===== src/rtl/cpu_pkg.sv =====
// cpu_pkg: shared opcodes, T-step indices, sequencer state and control-word types.
//   Used by ring_counter and controller_sequencer.
package cpu_pkg;
   localparam logic [3:0] OP_NOP = 4'h0, OP_LDA = 4'h1, OP_ADD = 4'h2, OP_SUB = 4'h3,
                          OP_STA = 4'h4, OP_LDI = 4'h5, OP_JMP = 4'h6, OP_JZ  = 4'h7,
                          OP_JC  = 4'h8, OP_MVB = 4'h9, OP_MVC = 4'hA, OP_OUT = 4'hB,
                          OP_HLT = 4'hF;
   localparam int T0 = 0, T1 = 1, T2 = 2, T3 = 3, T4 = 4;
   localparam int T_STATE_W = 10;
   typedef enum logic [1:0] {ST_INIT, ST_RUN, ST_HALT} state_e;
   typedef struct packed {
      logic count_pc;
      logic clear_pc;
      logic enable_pc;
      logic load_pc;
      logic load_accum;
      logic enable_accum;
      logic load_mar;
      logic ce_ram;
      logic we_ram;
      logic sub_mode;
      logic enable_alu;
      logic load_mdr_reg;
      logic enable_mdr_reg;
      logic load_b_reg;
      logic enable_b_reg;
      logic load_c_reg;
      logic enable_c_reg;
      logic load_temp_reg;
      logic load_output_reg;
      logic load_inst_reg;
      logic enable_inst_reg;
      logic clear_inst_reg;
   } ctrl_t;
   function automatic logic has_t3(input logic [3:0] op);
      return op inside {OP_LDA, OP_ADD, OP_SUB, OP_STA};
   endfunction
   function automatic logic has_t4(input logic [3:0] op);
      return op inside {OP_ADD, OP_SUB};
   endfunction
endpackage


===== src/rtl/ring_counter.sv =====
// ring_counter: one-hot T-step counter.
//   clk, clear (sync active-low reset), zero (clear to all-zero),
//   restart (load T0), step (rotate one position), t_state (one-hot out).
//   Priority: clear > zero > restart > step.
module ring_counter
   import cpu_pkg::*;
(
   input  logic                 clk,
   input  logic                 clear,
   input  logic                 zero,
   input  logic                 restart,
   input  logic                 step,
   output logic [T_STATE_W-1:0] t_state
);
   logic [T_STATE_W-1:0] t_state_q, t_state_d;
   always_comb
      t_state_d = zero ? '0 :
                  restart ? T_STATE_W'(1) :
                  step ? {t_state_q[T_STATE_W-2:0], t_state_q[T_STATE_W-1]} : t_state_q;
   always_ff @(posedge clk)
      t_state_q <= !clear ? '0 : t_state_d;
   assign t_state = t_state_q;
endmodule


===== src/rtl/controller_sequencer.sv =====
// controller_sequencer: INIT/RUN/HALT instruction sequencer with Moore-decoded controls.
//   clk, clear (sync active-low), enable_ring_counter (advance / freeze),
//   controller_sequencer_input (IR, opcode [7:4]), zero_flag, carry_flag,
//   22 single-bit control outputs, t_state (one-hot step), halted.
module controller_sequencer
   import cpu_pkg::*;
(
   input  logic                 clk,
   input  logic                 clear,
   input  logic                 enable_ring_counter,
   input  logic [7:0]           controller_sequencer_input,
   input  logic                 zero_flag,
   input  logic                 carry_flag,
   output logic                 count_pc,
   output logic                 clear_pc,
   output logic                 enable_pc,
   output logic                 load_pc,
   output logic                 load_accum,
   output logic                 enable_accum,
   output logic                 load_mar,
   output logic                 ce_ram,
   output logic                 we_ram,
   output logic                 sub_mode,
   output logic                 enable_alu,
   output logic                 load_mdr_reg,
   output logic                 enable_mdr_reg,
   output logic                 load_b_reg,
   output logic                 enable_b_reg,
   output logic                 load_c_reg,
   output logic                 enable_c_reg,
   output logic                 load_temp_reg,
   output logic                 load_output_reg,
   output logic                 load_inst_reg,
   output logic                 enable_inst_reg,
   output logic                 clear_inst_reg,
   output logic [T_STATE_W-1:0] t_state,
   output logic                 halted
);
   state_e     state_q, state_d;
   logic [3:0] op;
   logic       advance, ring_zero, ring_restart, ring_step;
   logic       unused_ir;
   ctrl_t      c;
   assign op        = controller_sequencer_input[7:4];
   assign unused_ir = ^controller_sequencer_input[3:0];
   // A step advances only while the opcode still has a later step; anything
   // else (last step, or an impossible t_state) restarts at T0.
   always_comb begin
      advance      = t_state[T0] | t_state[T1] | (t_state[T2] & has_t3(op)) | (t_state[T3] & has_t4(op));
      state_d      = state_q == ST_INIT ? ST_RUN :
                     state_q == ST_RUN && enable_ring_counter && t_state[T2] && op == OP_HLT ? ST_HALT : state_q;
      ring_zero    = state_d != ST_RUN;
      ring_restart = state_q == ST_INIT || (enable_ring_counter && !advance);
      ring_step    = enable_ring_counter && advance;
   end
   always_ff @(posedge clk)
      state_q <= !clear ? ST_INIT : state_d;
   ring_counter u_ring (
      .clk     (clk),
      .clear   (clear),
      .zero    (ring_zero),
      .restart (ring_restart),
      .step    (ring_step),
      .t_state (t_state)
   );
   always_comb begin
      c = '0;
      if (state_q == ST_INIT) begin
         c.clear_pc       = 1'b1;
         c.clear_inst_reg = 1'b1;
      end else if (state_q == ST_RUN && enable_ring_counter) begin
         if (t_state[T0]) begin
            c.enable_pc = 1'b1;
            c.load_mar  = 1'b1;
         end
         if (t_state[T1]) begin
            c.ce_ram        = 1'b1;
            c.load_inst_reg = 1'b1;
            c.count_pc      = 1'b1;
         end
         if (t_state[T2])
            case (op)
               OP_LDA, OP_ADD, OP_SUB, OP_STA: begin
                  c.enable_inst_reg = 1'b1;
                  c.load_mar        = 1'b1;
               end
               OP_LDI: begin
                  c.enable_inst_reg = 1'b1;
                  c.load_accum      = 1'b1;
               end
               OP_JMP: begin
                  c.enable_inst_reg = 1'b1;
                  c.load_pc         = 1'b1;
               end
               OP_JZ: begin
                  c.enable_inst_reg = zero_flag;
                  c.load_pc         = zero_flag;
               end
               OP_JC: begin
                  c.enable_inst_reg = carry_flag;
                  c.load_pc         = carry_flag;
               end
               OP_MVB: begin
                  c.enable_accum = 1'b1;
                  c.load_b_reg   = 1'b1;
               end
               OP_MVC: begin
                  c.enable_accum = 1'b1;
                  c.load_c_reg   = 1'b1;
               end
               OP_OUT: begin
                  c.enable_accum    = 1'b1;
                  c.load_output_reg = 1'b1;
               end
               default: ;
            endcase
         if (t_state[T3])
            case (op)
               OP_LDA: begin
                  c.ce_ram     = 1'b1;
                  c.load_accum = 1'b1;
               end
               OP_ADD, OP_SUB: begin
                  c.ce_ram        = 1'b1;
                  c.load_temp_reg = 1'b1;
               end
               OP_STA: begin
                  c.enable_accum = 1'b1;
                  c.ce_ram       = 1'b1;
                  c.we_ram       = 1'b1;
               end
               default: ;
            endcase
         if (t_state[T4] && has_t4(op)) begin
            c.enable_alu = 1'b1;
            c.load_accum = 1'b1;
            c.sub_mode   = op == OP_SUB;
         end
      end
   end
   assign {count_pc, clear_pc, enable_pc, load_pc, load_accum, enable_accum, load_mar, ce_ram,
           we_ram, sub_mode, enable_alu, load_mdr_reg, enable_mdr_reg, load_b_reg, enable_b_reg,
           load_c_reg, enable_c_reg, load_temp_reg, load_output_reg, load_inst_reg,
           enable_inst_reg, clear_inst_reg} = c;
   assign halted = state_q == ST_HALT;
endmodule


===== config.mk =====
export PLATFORM = sky130hd
export DESIGN_NAME = controller_sequencer
export DESIGN_NICKNAME = d
export VERILOG_FILES = /design/src/rtl/cpu_pkg.sv /design/src/rtl/ring_counter.sv /design/src/rtl/controller_sequencer.sv
export SDC_FILE = /design/constraint.sdc
export NUM_CORES = 1
export LEC_CHECK = 0
export ABC_AREA = 1
export CORE_UTILIZATION = 37
export DETAILED_ROUTE_END_ITERATION = 6
export PLACE_DENSITY = 0.75
export SYNTH_ARGS = -nofsm -noshare
export SYNTH_HDL_FRONTEND = slang
export SYNTH_SLANG_ARGS = --single-unit

===== constraint.sdc =====
create_clock -name clk -period 1.6 [get_ports clk]
set_clock_uncertainty 0.1 [all_clocks]
set_input_delay 0.32 -clock clk [delete_from_list [all_inputs] [get_ports clk]]
set_output_delay 0.32 -clock clk [all_outputs]
set_load 0.005 [all_outputs]

==> run_results.csv <==
group,metric,value,unit
power,vdd.ir_drop.worst,0.000459,V
cts,cts_buf_count,3,
synthesis,synth_compound_area_frac,0.125,
cts,cts_num_sinks,12,
timing,smallest_setup_slack_after_layout,-226,ps
cts,clk_path_buf_depth,2,
finish,count_of_inserted_antenna_diode_cells,0,
critical_path,cp_data_required_time,1180,ps
global_route,leftover_overflow_at_the_end_of_global_routing,0,
synthesis,synth.ff_latch_count,12,
timing,fin_crit,1830,ps
floorplan,row_count,16,
synthesis,ys_warn_count,0,
synthesis,yosys.area_share.simple,0.436,
cts,clk-insertion-delay-late,270,ps
finish,multiInputGateArea,597,sq um
global_route,antenna_found_initial,0,
synthesis,synth_top_cells_by_area,"sky130_fd_sc_hd__dfxtp_1 31%, sky130_fd_sc_hd__nand2_1 11%, sky130_fd_sc_hd__nor2_1 7.7%",
global_route,track_usage,0.228,
synthesis,synth-edff-count,0,
synthesis,synth_area_leader_cell,"sky130_fd_sc_hd__dfxtp_1",
synthesis,syn_inst,116,
route,post_drt_via_cell_ratio,4.81,
route,firstDrtPassIters,4,
power,share_comb_of_total_power,0.255,
floorplan,die_h,47.9,um
floorplan,num_io_pins,46,
placement,port_buffers,37,
critical_path,worst_setup_path_start_kind,"flip-flop",
timing,timing.final.hold_violations,0,
finish,drive_gt1_frac,0.597,
placement,detailedPlacementHpwl,1830,um
placement,place_congestion,0.722,
placement,placed_cells,201,
finish,area.sequential,250,sq um
global_route,global_route_wire_length_before_repair,3700,um
synthesis,dominant_combinational_cell_family_by_area_after_synthesis,"simple AND/OR/NAND/NOR gates",
cts,tritoncts_clock_tree,"done",
route,postRouteAntennaNets,0,
status,violations,"setup timing",
power,pwr-share-clk,0.331,
power,power_leakage,0.741,nW
finish,layout.nets,205,
critical_path,timing.setup.critical_path_class,"reg2out",
synthesis,post_synthesis_async_set_or_reset_flop_share,0,
timing,rsz0062_at_grt,"yes",
timing,max_slew_violations,0,
synthesis,yosys.cell_types.count,27,
power,p_per_area,483,nW/um^2
global_route,grt_pass1_vias,933,
status,outcome,"complete, but fails checks",
floorplan,chipWidth,47.9,um
synthesis,mappedNetlistArea,778,sq um
finish,final.fill_count,136,
synthesis,top_ff_cell_synth,"sky130_fd_sc_hd__dfxtp_1",
timing,timing.fmax,548,MHz
power,share_of_total_power_in_sequential_cells,0.414,
synthesis,post-synth-top-count-cell,"sky130_fd_sc_hd__nand2_1",
critical_path,worstSetupEndpointType,"output port",
global_route,grt_max_degree,14,
floorplan,core_area,1960,sq um
synthesis,synth_area_per_cell,6.71,sq um
cts,clk_pin_slew_worst_paths,80,ps
synthesis,portion_of_netlist_area_occupied_by_mux_cells,0,
route,num_vias,1049,
timing,post_route_fraction_of_the_period_consumed_by_the_critical_path,1.14,
job,maxCapViolCount,0,
timing,setup_viol,16,
finish,p_r_area_growth_vs_syn,97.7,%
route,drt_iter0_markers,28,
placement,dp_slack,-806,ps
finish,final-instance-count-excl-fill,218,
critical_path,arrival,1410,ps
synthesis,yosys-top-cells-count,"22 x sky130_fd_sc_hd__nand2_1, 16 x sky130_fd_sc_hd__nor2_1, 12 x sky130_fd_sc_hd__dfxtp_1, 11 x sky130_fd_sc_hd__inv_1, 10 x sky130_fd_sc_hd__a21oi_1",
cts,htree_num_levels,1,
route,drt-total-wl,2890,um
power,power_report.internal_total,0.526,mW
cts,cts_root_buf,"sky130_fd_sc_hd__clkbuf_4",
cts,cts_hold_repair.buffers,0,
synthesis,yosys.area.top_type_share,0.309,
route,wire_per_inst,13.3,um
critical_path,worst_path_largest_cell_delay,330,ps
power,switching_power_as_a_share_of_total_power,0.292,
synthesis,ys_seq_area_frac,0.309,
power,p_sw,0.217,mW
synthesis,yosys.area_share.adder,0,
critical_path,crit_path_top_delay_cell,"sky130_fd_sc_hd__dfxtp_2",
critical_path,critical_path.max_fanout,4,
synthesis,post_synth_xor_area_fraction,0,
critical_path,path_cells,"inv_2 > nand3_4 > nor2_4 > buf_6 > nand4_1 > o311ai_2 > buf_2",
route,drc_errors,0,
floorplan,die-area,2290,sq um
min_path,min-delay-path-class,"in2reg",
floorplan,initial_core_utilization,0.397,
-- flip-flops by register name (all words and copies together), names as in the netlist --
name,cells
u_ring.t_state,10
state_q,2
-- worst max-delay path, delay by kind of cell, from the launching register on --
family | cells | cell delay (ps)
compound gates | 1 | 110
buf+inv | 3 | 340
flops | 1 | 330
simple gates | 3 | 350
-- power by group through the flow --
stage | clock (mW) | sequential (mW) | combinational [mW]
finish | 0.246 | 0.308 | 0.190
global route | 0.260 | 0.308 | 0.204
CTS | 0.245 | 0.307 | 0.161
detailed placement | 0 | 0.314 | 0.156
global placement | 0 | 0.314 | 0.152
floorplan | 0 | 0.315 | 0.0745
-- cell families (layout without fill, tap and decap cells) --
| group | after synthesis | after routing |
|---|---|---|
| AO/OA/AOI/OAI | 17 | 17 |
| buffers and inverters | 20 | 91 |
| flip-flops | 12 | 12 |
| other | 1 | 4 |
| AND/OR/NAND/NOR | 66 | 67 |
-- per-layer routing --
metal	up-vias	global-route usage	wire length [um]
met1	492	0.247	1210
met5	-	0	0
li1	521	-	-
met3	3	0.0491	129
met2	33	0.419	1540
met4	0	0.106	13
-- per-stage QoR --
step | util | area [sq um] | TNS, ps | hold slack (ps) | power [mW]
4_1_cts | 0.721 | 1420 | -1420 | 356 | 0.713
3_3_place_gp | 0.679 | 1330 | -14420 | 364 | 0.465
3_5_place_dp | 0.679 | 1330 | -15970 | 370 | 0.470
2_1_floorplan | - | 790 | 0 | 364 | 0.390
6_report | 0.784 | 1540 | -1800 | 357 | 0.743
5_1_grt | 0.784 | 1540 | -2970 | 381 | 0.773
-- worst paths after layout --
kind                                               startpoint           endpoint  slack [ps]  cells past startpoint
worst max-delay path                               state_q[1]         load_accum        -230                      7
worst min-delay path            controller_sequencer_input[7]         state_q[1]         360                      5
worst min register to register              u_ring.t_state[7]  u_ring.t_state[7]         370                      2
worst max register to register                     state_q[1]  u_ring.t_state[4]         100                     10
-- cell type report --
cell class / instances / area share
tap: 27 / 0.0220
timing repair buffer: 74 / 0.371
multi-input combinational: 88 / 0.388
inverter: 13 / 0.0333
sequential: 12 / 0.163
clock buffer: 4 / 0.0236
-- placed cells by master, fill, tap and decap left out, types with 5 or more instances in the layout --
| master | count |
|---|---|
| sky130_fd_sc_hd__buf_4 | 30 |
| sky130_fd_sc_hd__nand2_1 | 19 |
| sky130_fd_sc_hd__buf_2 | 19 |
| sky130_fd_sc_hd__clkdlybuf4s50_1 | 9 |
| sky130_fd_sc_hd__nand3_1 | 8 |
| sky130_fd_sc_hd__buf_6 | 8 |
| sky130_fd_sc_hd__dfxtp_2 | 8 |
| sky130_fd_sc_hd__nor2_4 | 7 |
| sky130_fd_sc_hd__inv_1 | 7 |
| sky130_fd_sc_hd__nor2_2 | 6 |
| sky130_fd_sc_hd__nor2_1 | 6 |
| sky130_fd_sc_hd__a21oi_2 | 6 |
| sky130_fd_sc_hd__dlygate4sd2_1 | 6 |
| sky130_fd_sc_hd__inv_2 | 5 |
| sky130_fd_sc_hd__nand2_2 | 5 |
-- repair_timing --
item | 4_1_cts | 5_1_grt
gates resized for setup | 117 | 29
gates cloned | 0 | 1
pin swaps | 12 | 10
setup endpoints to repair | 33 | 29
setup buffers | 9 | 4
Power figures use the tool's default switching activity.
